==> config.mk <==
export PLATFORM = sky130hd
export DESIGN_NAME = inst_fetch_queue
export DESIGN_NICKNAME = d
export VERILOG_FILES = /design/src/rtl/inst_fetch_queue_pkg.sv /design/src/rtl/inst_fetch_queue_fq_fifo.sv /design/src/rtl/inst_fetch_queue.sv
export SDC_FILE = /design/constraint.sdc
export NUM_CORES = 1
export LEC_CHECK = 0
export BUFFER_PORTS_ARGS = -buffer_cell sky130_fd_sc_hd__buf_4
export CORE_MARGIN = 2
export CORE_UTILIZATION = 50
export CTS_BUF_LIST = sky130_fd_sc_hd__clkbuf_16
export DETAILED_ROUTE_END_ITERATION = 8
export PLACE_DENSITY = 0.69
export SYNTH_ARGS = -nofsm -noshare
export SYNTH_HDL_FRONTEND = slang
export SYNTH_SLANG_ARGS = --single-unit
==> constraint.sdc <==
create_clock -name clk -period 4.8 [get_ports clk]
set_input_delay 0 -clock clk [delete_from_list [all_inputs] [get_ports clk]]
set_output_delay 0 -clock clk [all_outputs]
set_load 0.01 [all_outputs]
==> src/rtl/inst_fetch_queue_pkg.sv <==
// Shared types and constants for the instruction fetch queue.
//   WORD_W      : width of a program counter / fetch address
//   INST_W      : width of one instruction word
//   INST_BYTES  : PC increment between sequential fetches
//   fq_state_t  : fetch-queue control states
package inst_fetch_queue_pkg;

  localparam int WORD_W     = 64;
  localparam int INST_W     = 32;
  localparam int INST_BYTES = 4;

  typedef enum logic [1:0] {
    FQ_RESET_WAIT = 2'd0,
    FQ_RUN        = 2'd1,
    FQ_FLUSH      = 2'd2
  } fq_state_t;

  // Sequential fetch address; wraps modulo 2^WORD_W.
  function automatic logic [WORD_W-1:0] next_fetch_pc(input logic [WORD_W-1:0] pc);
    return pc + WORD_W'(INST_BYTES);
  endfunction

endpackage

==> src/rtl/inst_fetch_queue_fq_fifo.sv <==
// fq_fifo: DEPTH x W circular buffer with head/tail pointers and occupancy.
//   clk, rst     : clock, synchronous active-high reset
//   clear        : empties the buffer (same effect as reset on pointers/count)
//   push         : write push_data at tail (caller guarantees not full)
//   push_data    : entry to write
//   pop          : drop the head entry (caller guarantees not empty)
//   head_data    : current head entry, forced to zero while empty
//   count        : number of valid entries, 0..DEPTH
module fq_fifo #(
  parameter int DEPTH = 4,
  parameter int W     = 8,
  localparam int PW   = $clog2(DEPTH),
  localparam int CW   = PW + 1
) (
  input  logic          clk,
  input  logic          rst,
  input  logic          clear,
  input  logic          push,
  input  logic [W-1:0]  push_data,
  input  logic          pop,
  output logic [W-1:0]  head_data,
  output logic [CW-1:0] count
);

  logic [W-1:0]  mem [DEPTH];
  logic [PW-1:0] head;
  logic [PW-1:0] tail;

  // DEPTH is a power of two, so the pointers wrap by natural overflow.
  always_ff @(posedge clk) begin
    if (rst || clear) begin
      head  <= '0;
      tail  <= '0;
      count <= '0;
    end else begin
      if (push) tail <= tail + PW'(1);
      if (pop)  head <= head + PW'(1);
      count <= count + CW'(push) - CW'(pop);
    end
  end

  always_ff @(posedge clk) begin
    if (push) mem[tail] <= push_data;
  end

  // Zero when empty so stale storage never shows on the outputs.
  assign head_data = (count != '0) ? mem[head] : '0;

endmodule

==> src/rtl/inst_fetch_queue.sv <==
// inst_fetch_queue: issues sequential instruction fetches, buffers returned
// instructions with their PCs, and handles branch redirects by flushing
// the queue and discarding responses to requests already in flight.
//   clk, rst                 : clock, synchronous active-high reset
//   redirect, redirect_pc    : flush request and new fetch address
//   imem_req_valid/addr/ready: fetch request channel to instruction memory
//   imem_rsp_valid/inst      : in-order responses from instruction memory
//   out_valid/pc/inst/ready  : instruction stream towards IF/ID
//   dbg_state                : current control state
//
// Handshakes: a transfer happens on a rising edge where valid and ready are
// both 1. valid never depends combinationally on ready of the same channel;
// redirect and imem_rsp_valid are unconditional (no back-pressure).
module inst_fetch_queue
  import inst_fetch_queue_pkg::*;
#(
  parameter int                DEPTH    = 4,
  parameter logic [WORD_W-1:0] RESET_PC = '0
) (
  input  logic              clk,
  input  logic              rst,
  input  logic              redirect,
  input  logic [WORD_W-1:0] redirect_pc,
  output logic              imem_req_valid,
  output logic [WORD_W-1:0] imem_req_addr,
  input  logic              imem_req_ready,
  input  logic              imem_rsp_valid,
  input  logic [INST_W-1:0] imem_rsp_inst,
  output logic              out_valid,
  output logic [WORD_W-1:0] out_pc,
  output logic [INST_W-1:0] out_inst,
  input  logic              out_ready,
  output fq_state_t         dbg_state
);

  localparam int CW = $clog2(DEPTH) + 1;

  fq_state_t                  state, state_nxt;
  logic [WORD_W-1:0]          fetch_pc;
  logic [CW-1:0]              drop_cnt, drop_nxt;
  logic [CW-1:0]              outstanding;
  logic [CW-1:0]              count;
  logic [WORD_W-1:0]          shadow_pc;
  logic [WORD_W+INST_W-1:0]   head_entry;
  logic                       redirect_act;
  logic                       credit_ok;
  logic                       req_fire;
  logic                       rsp_accept;
  logic                       pop;

  // Redirects are ignored in RESET_WAIT; nothing is in flight there.
  assign redirect_act = redirect && (state != FQ_RESET_WAIT);

  // Every outstanding request owns a queue slot, so a response can always
  // be pushed without checking for full.
  assign credit_ok = ({1'b0, outstanding} + {1'b0, count}) < (CW+1)'(DEPTH);

  assign imem_req_valid = (state == FQ_RUN) && !redirect && credit_ok;
  assign imem_req_addr  = fetch_pc;
  assign req_fire       = imem_req_valid && imem_req_ready;

  assign rsp_accept = (state == FQ_RUN) && imem_rsp_valid && !redirect
                      && (outstanding != '0);

  assign out_valid = (count != '0) && !redirect;
  assign pop       = out_valid && out_ready;
  assign out_pc    = head_entry[INST_W +: WORD_W];
  assign out_inst  = head_entry[INST_W-1:0];
  assign dbg_state = state;

  // Request-address shadow: its occupancy is the outstanding-request count.
  fq_fifo #(.DEPTH(DEPTH), .W(WORD_W)) u_shadow_fifo (
    .clk       (clk),
    .rst       (rst),
    .clear     (redirect_act),
    .push      (req_fire),
    .push_data (fetch_pc),
    .pop       (rsp_accept),
    .head_data (shadow_pc),
    .count     (outstanding)
  );

  fq_fifo #(.DEPTH(DEPTH), .W(WORD_W + INST_W)) u_data_fifo (
    .clk       (clk),
    .rst       (rst),
    .clear     (redirect_act),
    .push      (rsp_accept),
    .push_data ({shadow_pc, imem_rsp_inst}),
    .pop       (pop),
    .head_data (head_entry),
    .count     (count)
  );

  always_ff @(posedge clk) begin
    if (rst) begin
      state    <= FQ_RESET_WAIT;
      fetch_pc <= RESET_PC;
      drop_cnt <= '0;
    end else begin
      state    <= state_nxt;
      drop_cnt <= drop_nxt;
      if (redirect_act)  fetch_pc <= redirect_pc;
      else if (req_fire) fetch_pc <= next_fetch_pc(fetch_pc);
    end
  end

  // In RUN drop_cnt is zero; in FLUSH the shadow is empty. A redirect in
  // either state therefore turns everything still in flight into drops,
  // less the response (if any) being discarded this very cycle.
  always_comb begin
    state_nxt = state;
    drop_nxt  = drop_cnt;
    case (state)
      FQ_RESET_WAIT: state_nxt = FQ_RUN;
      FQ_RUN: begin
        if (redirect) begin
          drop_nxt  = (imem_rsp_valid && outstanding != '0) ? outstanding - CW'(1)
                                                            : outstanding;
          state_nxt = (drop_nxt != '0) ? FQ_FLUSH : FQ_RUN;
        end
      end
      FQ_FLUSH: begin
        if (imem_rsp_valid && drop_cnt != '0) drop_nxt = drop_cnt - CW'(1);
        state_nxt = (drop_nxt != '0) ? FQ_FLUSH : FQ_RUN;
      end
      default: state_nxt = FQ_RESET_WAIT;
    endcase
  end

endmodule

# After elaboration in Yosys (flattened, before gate mapping)
# Memory sizes are Yosys's and may differ from the RTL's. A register that Yosys moved wholly into a read port is not among the register bits.
# Cells that the tools add are included.
[classes]
n_lt_le_gt_ge = 1
mux = 21
n_reduce_logical = 23
n_eq_ne = 3
add_sub_neg = 12
[op_table]
columns = ["operator", "n"]
rows = [
  ["$mux W64", 3],
  ["$mux W96", 1],
  ["$add A64 B3 Y64 const B", 1],
  ["$reduce_bool A3 Y1", 5],
  ["$mux W2", 7],
  ["$mux W3", 4],
  ["$logic_and A1 B1 Y1", 11],
  ["$add A2 B1 Y2 const B", 4],
  ["$add A3 B1 Y3", 2],
  ["$pmux W2 S3", 1],
  ["$pmux W3 S2", 1],
  ["$reduce_bool A2 Y1", 3],
  ["$sub A3 B1 Y3", 2],
  ["$sub A3 B1 Y3 const B", 2],
  ["$add A3 B3 Y4", 1],
  ["$lt A4 B3 Y1 const B", 1],
  ["$mux W1", 4],
  ["$eq A2 B1 Y1 const B", 1],
  ["$eq A2 B2 Y1 const B", 1],
  ["$logic_not A2 Y1", 1],
  ["$ne A2 B2 Y1 const B", 1],
  ["$reduce_and A2 Y1", 1],
  ["$logic_not A1 Y1", 1],
  ["$logic_or A1 B1 Y1", 1],
]
[totals]
ramBits = 640
regBits = 83
mem_count = 2
out_inout_bits = 164
elab_cells = 71
[mem_list]
columns = ["memory", "words", "width", "rd", "rd_clocked_by_memory_dff", "write_ports", "line_no", "source"]
rows = [
  ["u_data_fifo.mem", 4, 96, 1, 1, 1, "inst_fetch_queue_fq_fifo.sv:25", "logic [W-1:0] mem [DEPTH];"],
  ["u_shadow_fifo.mem", 4, 64, 1, 1, 1, "inst_fetch_queue_fq_fifo.sv:25", ""],
]

# Depth between registers and ports, before layout
[logic_depth]
ltp_word = 7
ltp_mapped = 11
depth_no_buf = 11

# Modules after synthesis
# Synthesis repeated with hierarchy kept, for this count alone.
[unflattened]
cells_unflattened = 1679
hier_area_um2 = 29420.7
[modules_own_cells]
columns = ["mod", "cells_per_inst", "n_inst", "seq_area_each_um2", "area_per_inst_um2"]
rows = [
  ["fq_fifo at u_data_fifo", 653, 1, 11711.2, 14928.1],
  ["fq_fifo at u_shadow_fifo", 450, 1, 7867.5, 10183.5],
  ["inst_fetch_queue", 576, 1, 1381.3, 4309.1],
]

# Worst setup path after synthesis
# OpenSTA, ideal clock, no wires.
[synth_path]
path_kind = "register to register"
start = "register state[0], in the netlist dbg_state[0]"
end = "memory u_data_fifo.mem[1][0] in the netlist's numbering, enable pin"
path_buffers = 0
stages_incl_launch_ff = 4
arrival_time_ps = 3960
slack_ps = 375
t_required_ps = 4334
synth_period_minus_slack_ps = 4425
cell_sequence = "dfxtp_1 > or3b_4 > nor3b_1 > and2_1"
[synth_via]
elab_chain_len = 6
[synth_lines]
columns = ["element", "line_no", "source"]
rows = [
  ["from (decl)", "inst_fetch_queue.sv:38", "fq_state_t state, state_nxt;"],
  ["from (signal assigned)", "inst_fetch_queue.sv:100", "state <= state_nxt;"],
  ["$eq A2 B1 Y1", "inst_fetch_queue.sv:62", "assign rsp_accept = (state == FQ_RUN) && imem_rsp_valid && !redirect"],
  ["$logic_and A1 B1 Y1 (2 in a row)", "inst_fetch_queue.sv:62", ""],
  ["$logic_and A1 B1 Y1", "inst_fetch_queue.sv:63", "&& (outstanding != '0);"],
  ["named net rsp_accept", "inst_fetch_queue.sv:48", "logic rsp_accept;"],
  ["$mux W1", "inst_fetch_queue_fq_fifo.sv:43", "if (push) mem[tail] <= push_data;"],
  ["$mux W1 (implied by the code)", "inst_fetch_queue_fq_fifo.sv:43", ""],
  ["to (decl)", "inst_fetch_queue_fq_fifo.sv:25", ""],
]
# The timed path passes the listed nets, and every way through them passes these cells.

# Worst setup path after layout
[layout_path]
start = "register u_shadow_fifo.count[2]"
end = "register fetch_pc[44], in the netlist imem_req_addr[44]"
[layout_via]
elab_chain_len = 5
[layout_lines]
columns = ["element", "line_no", "source"]
rows = [
  ["from (decl)", "inst_fetch_queue_fq_fifo.sv:22", "output logic [CW-1:0] count"],
  ["from (signal assigned)", "inst_fetch_queue_fq_fifo.sv:38", "count <= count + CW'(push) - CW'(pop);"],
  ["$add A3 B3 Y4", "inst_fetch_queue.sv:56", "assign credit_ok = ({1'b0, outstanding} + {1'b0, count}) < (CW+1)'(DEPTH);"],
  ["$lt A4 B3 Y1", "inst_fetch_queue.sv:56", ""],
  ["$logic_and A1 B1 Y1", "inst_fetch_queue.sv:58", "assign imem_req_valid = (state == FQ_RUN) && !redirect && credit_ok;"],
  ["$logic_and A1 B1 Y1", "inst_fetch_queue.sv:60", "assign req_fire = imem_req_valid && imem_req_ready;"],
  ["$reduce_bool A2 Y1 (no source line)", "n/a", ""],
  ["to (signal assigned)", "inst_fetch_queue.sv:102", "if (redirect_act) fetch_pc <= redirect_pc;"],
  ["to (signal assigned)", "inst_fetch_queue.sv:103", "else if (req_fire) fetch_pc <= next_fetch_pc(fetch_pc);"],
  ["to (decl)", "inst_fetch_queue.sv:39", "logic [WORD_W-1:0] fetch_pc;"],
]
# No other way between the ends.
# A chain may end at the register's enable or synchronous reset.

==> results.json <==
{
  "outcome": "finished, final reports clean",
  "cts_setup_buffers": 0,
  "layout-drive-gt1-share_pct": 26.6,
  "die_area_um2": 60300,
  "power.internal_mw": 10.4,
  "cts_root_buffer": "clkbuf_16",
  "layout_setup_ws_ns": 0.859,
  "grt_max_degree": 97,
  "place_congestion": 0.860,
  "synth_area_leaders": "edfxtp_1 (66%), mux4_2 (12%), dfxtp_1 (6.0%)",
  "diodes": 0,
  "worst_slew_pin_slew_ns": 1.05,
  "maxCapViolations": 0,
  "row_count": 88,
  "ys_types": 49,
  "worstPathArrival_ns": 4.49,
  "synth_area_per_cell_um2": 17.4,
  "ys_ff_latch": 727,
  "design_area_um2": 35400,
  "synth_flop_cell": "edfxtp_1",
  "crit_path_top_delay_cell": "nand4bb_1",
  "io_pins": 266,
  "grt_pass1_vias": 16788,
  "seqPwrFrac_pct": 54.3,
  "ir_drop_v": 0.000291,
  "ys_async_sr_fraction_pct": 0,
  "start_util_pct": 50.6,
  "path_buf_inv": 1,
  "hold_path.class": "in -> reg",
  "yosysWarningCount": 0,
  "synth_commonest_cells": "edfxtp_1 (640), nor2b_1 (164), mux4_2 (160)",
  "viasPerCell": 5.79,
  "power_density_nw_per_um2": 373,
  "grt_pass1_wl_mm": 103,
  "power.switching_mw": 2.85,
  "cts_resized": 0,
  "dr.pass1.iters": 5,
  "io_buffers": 265,
  "grtUsageTotal_pct": 23.0,
  "antenna_found_initial": 0,
  "ant_nets": 0,
  "synth_top_area_share_pct": 65.9,
  "timing.clock.skew_ns": 0.0235,
  "crit_chain": "ha_1 -> or4b_1 -> nor3_1 -> nand4bb_1 -> or3_1 -> a311oi_1 -> dlygate4sd3_1",
  "cp-end-kind": "flip-flop",
  "numCtsBuffers": 74,
  "synth_top_area_cell": "edfxtp_1",
  "leakage_nw": 11.7,
  "tns_ns": 0,
  "timing.fmax_ghz": 0.254,
  "grt_setup_unrepaired": "false",
  "grt.overflow.total": 0,
  "cp_max_fo": 18,
  "syn_to_final_growth_pct": 21.4,
  "period_share_pct": 82.1,
  "vias": 16683,
  "slowest_delay_ns": 0.65,
  "synth_edf_count": 640,
  "path_delay_family": "simple AND/OR/NAND/NOR gates",
  "syn_area_um2": 29200,
  "post-place-ws_ns": 1.45,
  "setup_viol": 0,
  "hold_violations": 0,
  "syn-num-nets": 1799,
  "final_core_util_pct": 61.4,
  "core_um2": 57700,
  "placed_cell_area_um2": 32100,
  "start_kind": "flip-flop",
  "insertion_delay_ns": 0.61,
  "drt_iter0_drc": 1403,
  "synth-seq-area-share_pct": 71.9,
  "cts_tree": "done",
  "fin_nets": 2187,
  "wirelength_mm": 68.9,
  "final_max_slew_viol_count": 0,
  "syn_inst": 1676,
  "dp_hpwl_mm": 43.3,
  "drc": 0,
  "routedWlPerCell_um": 23.9,
  "switching_share_pct": 21.6,
  "pwr-share-clk_pct": 40.0,
  "slew_headroom_pct": 29.9,
  "fp.dieH_um": 246,
  "path_clk_slew_ns": 0.06,
  "clock_sinks": 727,
  "critPathKind": "reg -> reg",
  "critPathRequiredTime_ns": 5.34,
  "p_comb_share_pct": 5.7,
  "clock_path_buffers": 3,
  "power_mw": 13.2,
  "finalCriticalPeriod_ns": 3.94,
  "die_w_um": 246,
  "cts_hold_buf": 114,
  "yosysMostFrequentCell": "edfxtp_1",
  "cts.htree.levels": 3
}
-- flip-flops by register name, summed over array words and instances (netlist names), named ones only --
signal	cells
u_shadow_fifo.head	2
u_shadow_fifo.count	3
u_data_fifo.tail	2
u_shadow_fifo.tail	2
dbg_state	2
drop_cnt	3
u_data_fifo.mem	384
u_data_fifo.count	3
imem_req_addr	64
u_data_fifo.head	2
u_shadow_fifo.mem	256
-- area by class of cell --
type,instances,area (um2)
Fill cell,4203,22300
Sequential cell,727,21000
Multi-Input combinational cell,827,7780
Timing Repair Buffer,405,3380
Clock buffer,77,1930
Tap cell,765,957
Clock inverter,53,284
Inverter,29,109
-- layout by cell type, fill, tap and decap left out, types with 10 or more instances in the layout --
cell and count:
edfxtp_1 640, buf_4 287, nor2b_1 164, mux4_2 160, dlygate4sd3_1 114, dfxtp_1 83, clkbuf_16 77, o21ai_0 61
inv_1 52, nor2_1 50, nand2_1 46, nand3_1 41, a21oi_1 34, nand4_1 33, nor3_1 27, a31oi_1 19
xnor2_1 18, nor4_1 18, ha_1 18, xor2_1 17, or4_1 17, or3_1 14, clkinv_1 14, o31ai_1 13
clkinv_2 10
-- cell families after synthesis --
group	Yosys count	share of synthesized area, %
flip-flops	727	71.9
AND/OR/NAND/NOR	456	8.96
multiplexers	164	12.5
AO/OA/AOI/OAI	151	3.06
buffers and inverters	122	1.62
XOR/XNOR	35	1.05
adder cells (fa/ha/maj)	21	0.952
-- per-layer routing --
| layer | track usage, % | vias up | wire length, um |
|---|---|---|---|
| met4 | 9.22 | 0 | 2440 |
| li1 | - | 7429 | - |
| met1 | 31.2 | 8517 | 28300 |
| met3 | 3.48 | 122 | 3990 |
| met2 | 37.7 | 615 | 34200 |
| met5 | 0 | - | 0 |
-- path summary, 6_finish.rpt --
kind | start | to | slack, ns | cells after the start
max | u_shadow_fifo.count[2] | imem_req_addr[44] | 0.86 | 7
min | imem_rsp_valid | drop_cnt[0] | 0.05 | 5
max reg2reg | u_shadow_fifo.count[2] | imem_req_addr[44] | 0.86 | 7
min reg2reg | u_shadow_fifo.tail[1] | u_shadow_fifo.tail[1] | 0.49 | 2
-- power groups by stage --
stage	sequential, mW	combinational [mW]	clock [mW]
3_3_place_gp	7.28	0.667	0
3_5_place_dp	7.29	0.683	0
5_1_grt	7.17	0.815	5.62
2_1_floorplan	7.24	0.325	0
4_1_cts	7.16	0.764	5.37
6_report	7.16	0.758	5.28
-- per-stage QoR --
step	cells	hold WS, ns
2_1_floorplan	1676	0.0475
3_3_place_gp	2639	0.200
3_5_place_dp	2639	0.204
4_1_cts	2883	0.00229
5_1_grt	2883	0.0796
6_report	2883	0.0462
-- worst reg2reg max path, delay by kind of cell (launching register included) --
family | cells | cell delay (ns)
AOI/OAI and AO/OA | 1 | 0.24
adders and majority gates | 1 | 0.31
buffers and inverters | 1 | 0.58
and+or+nand+nor | 4 | 2.34
DFF | 1 | 0.41
Note: power is estimated with default switching activity, not from simulation.
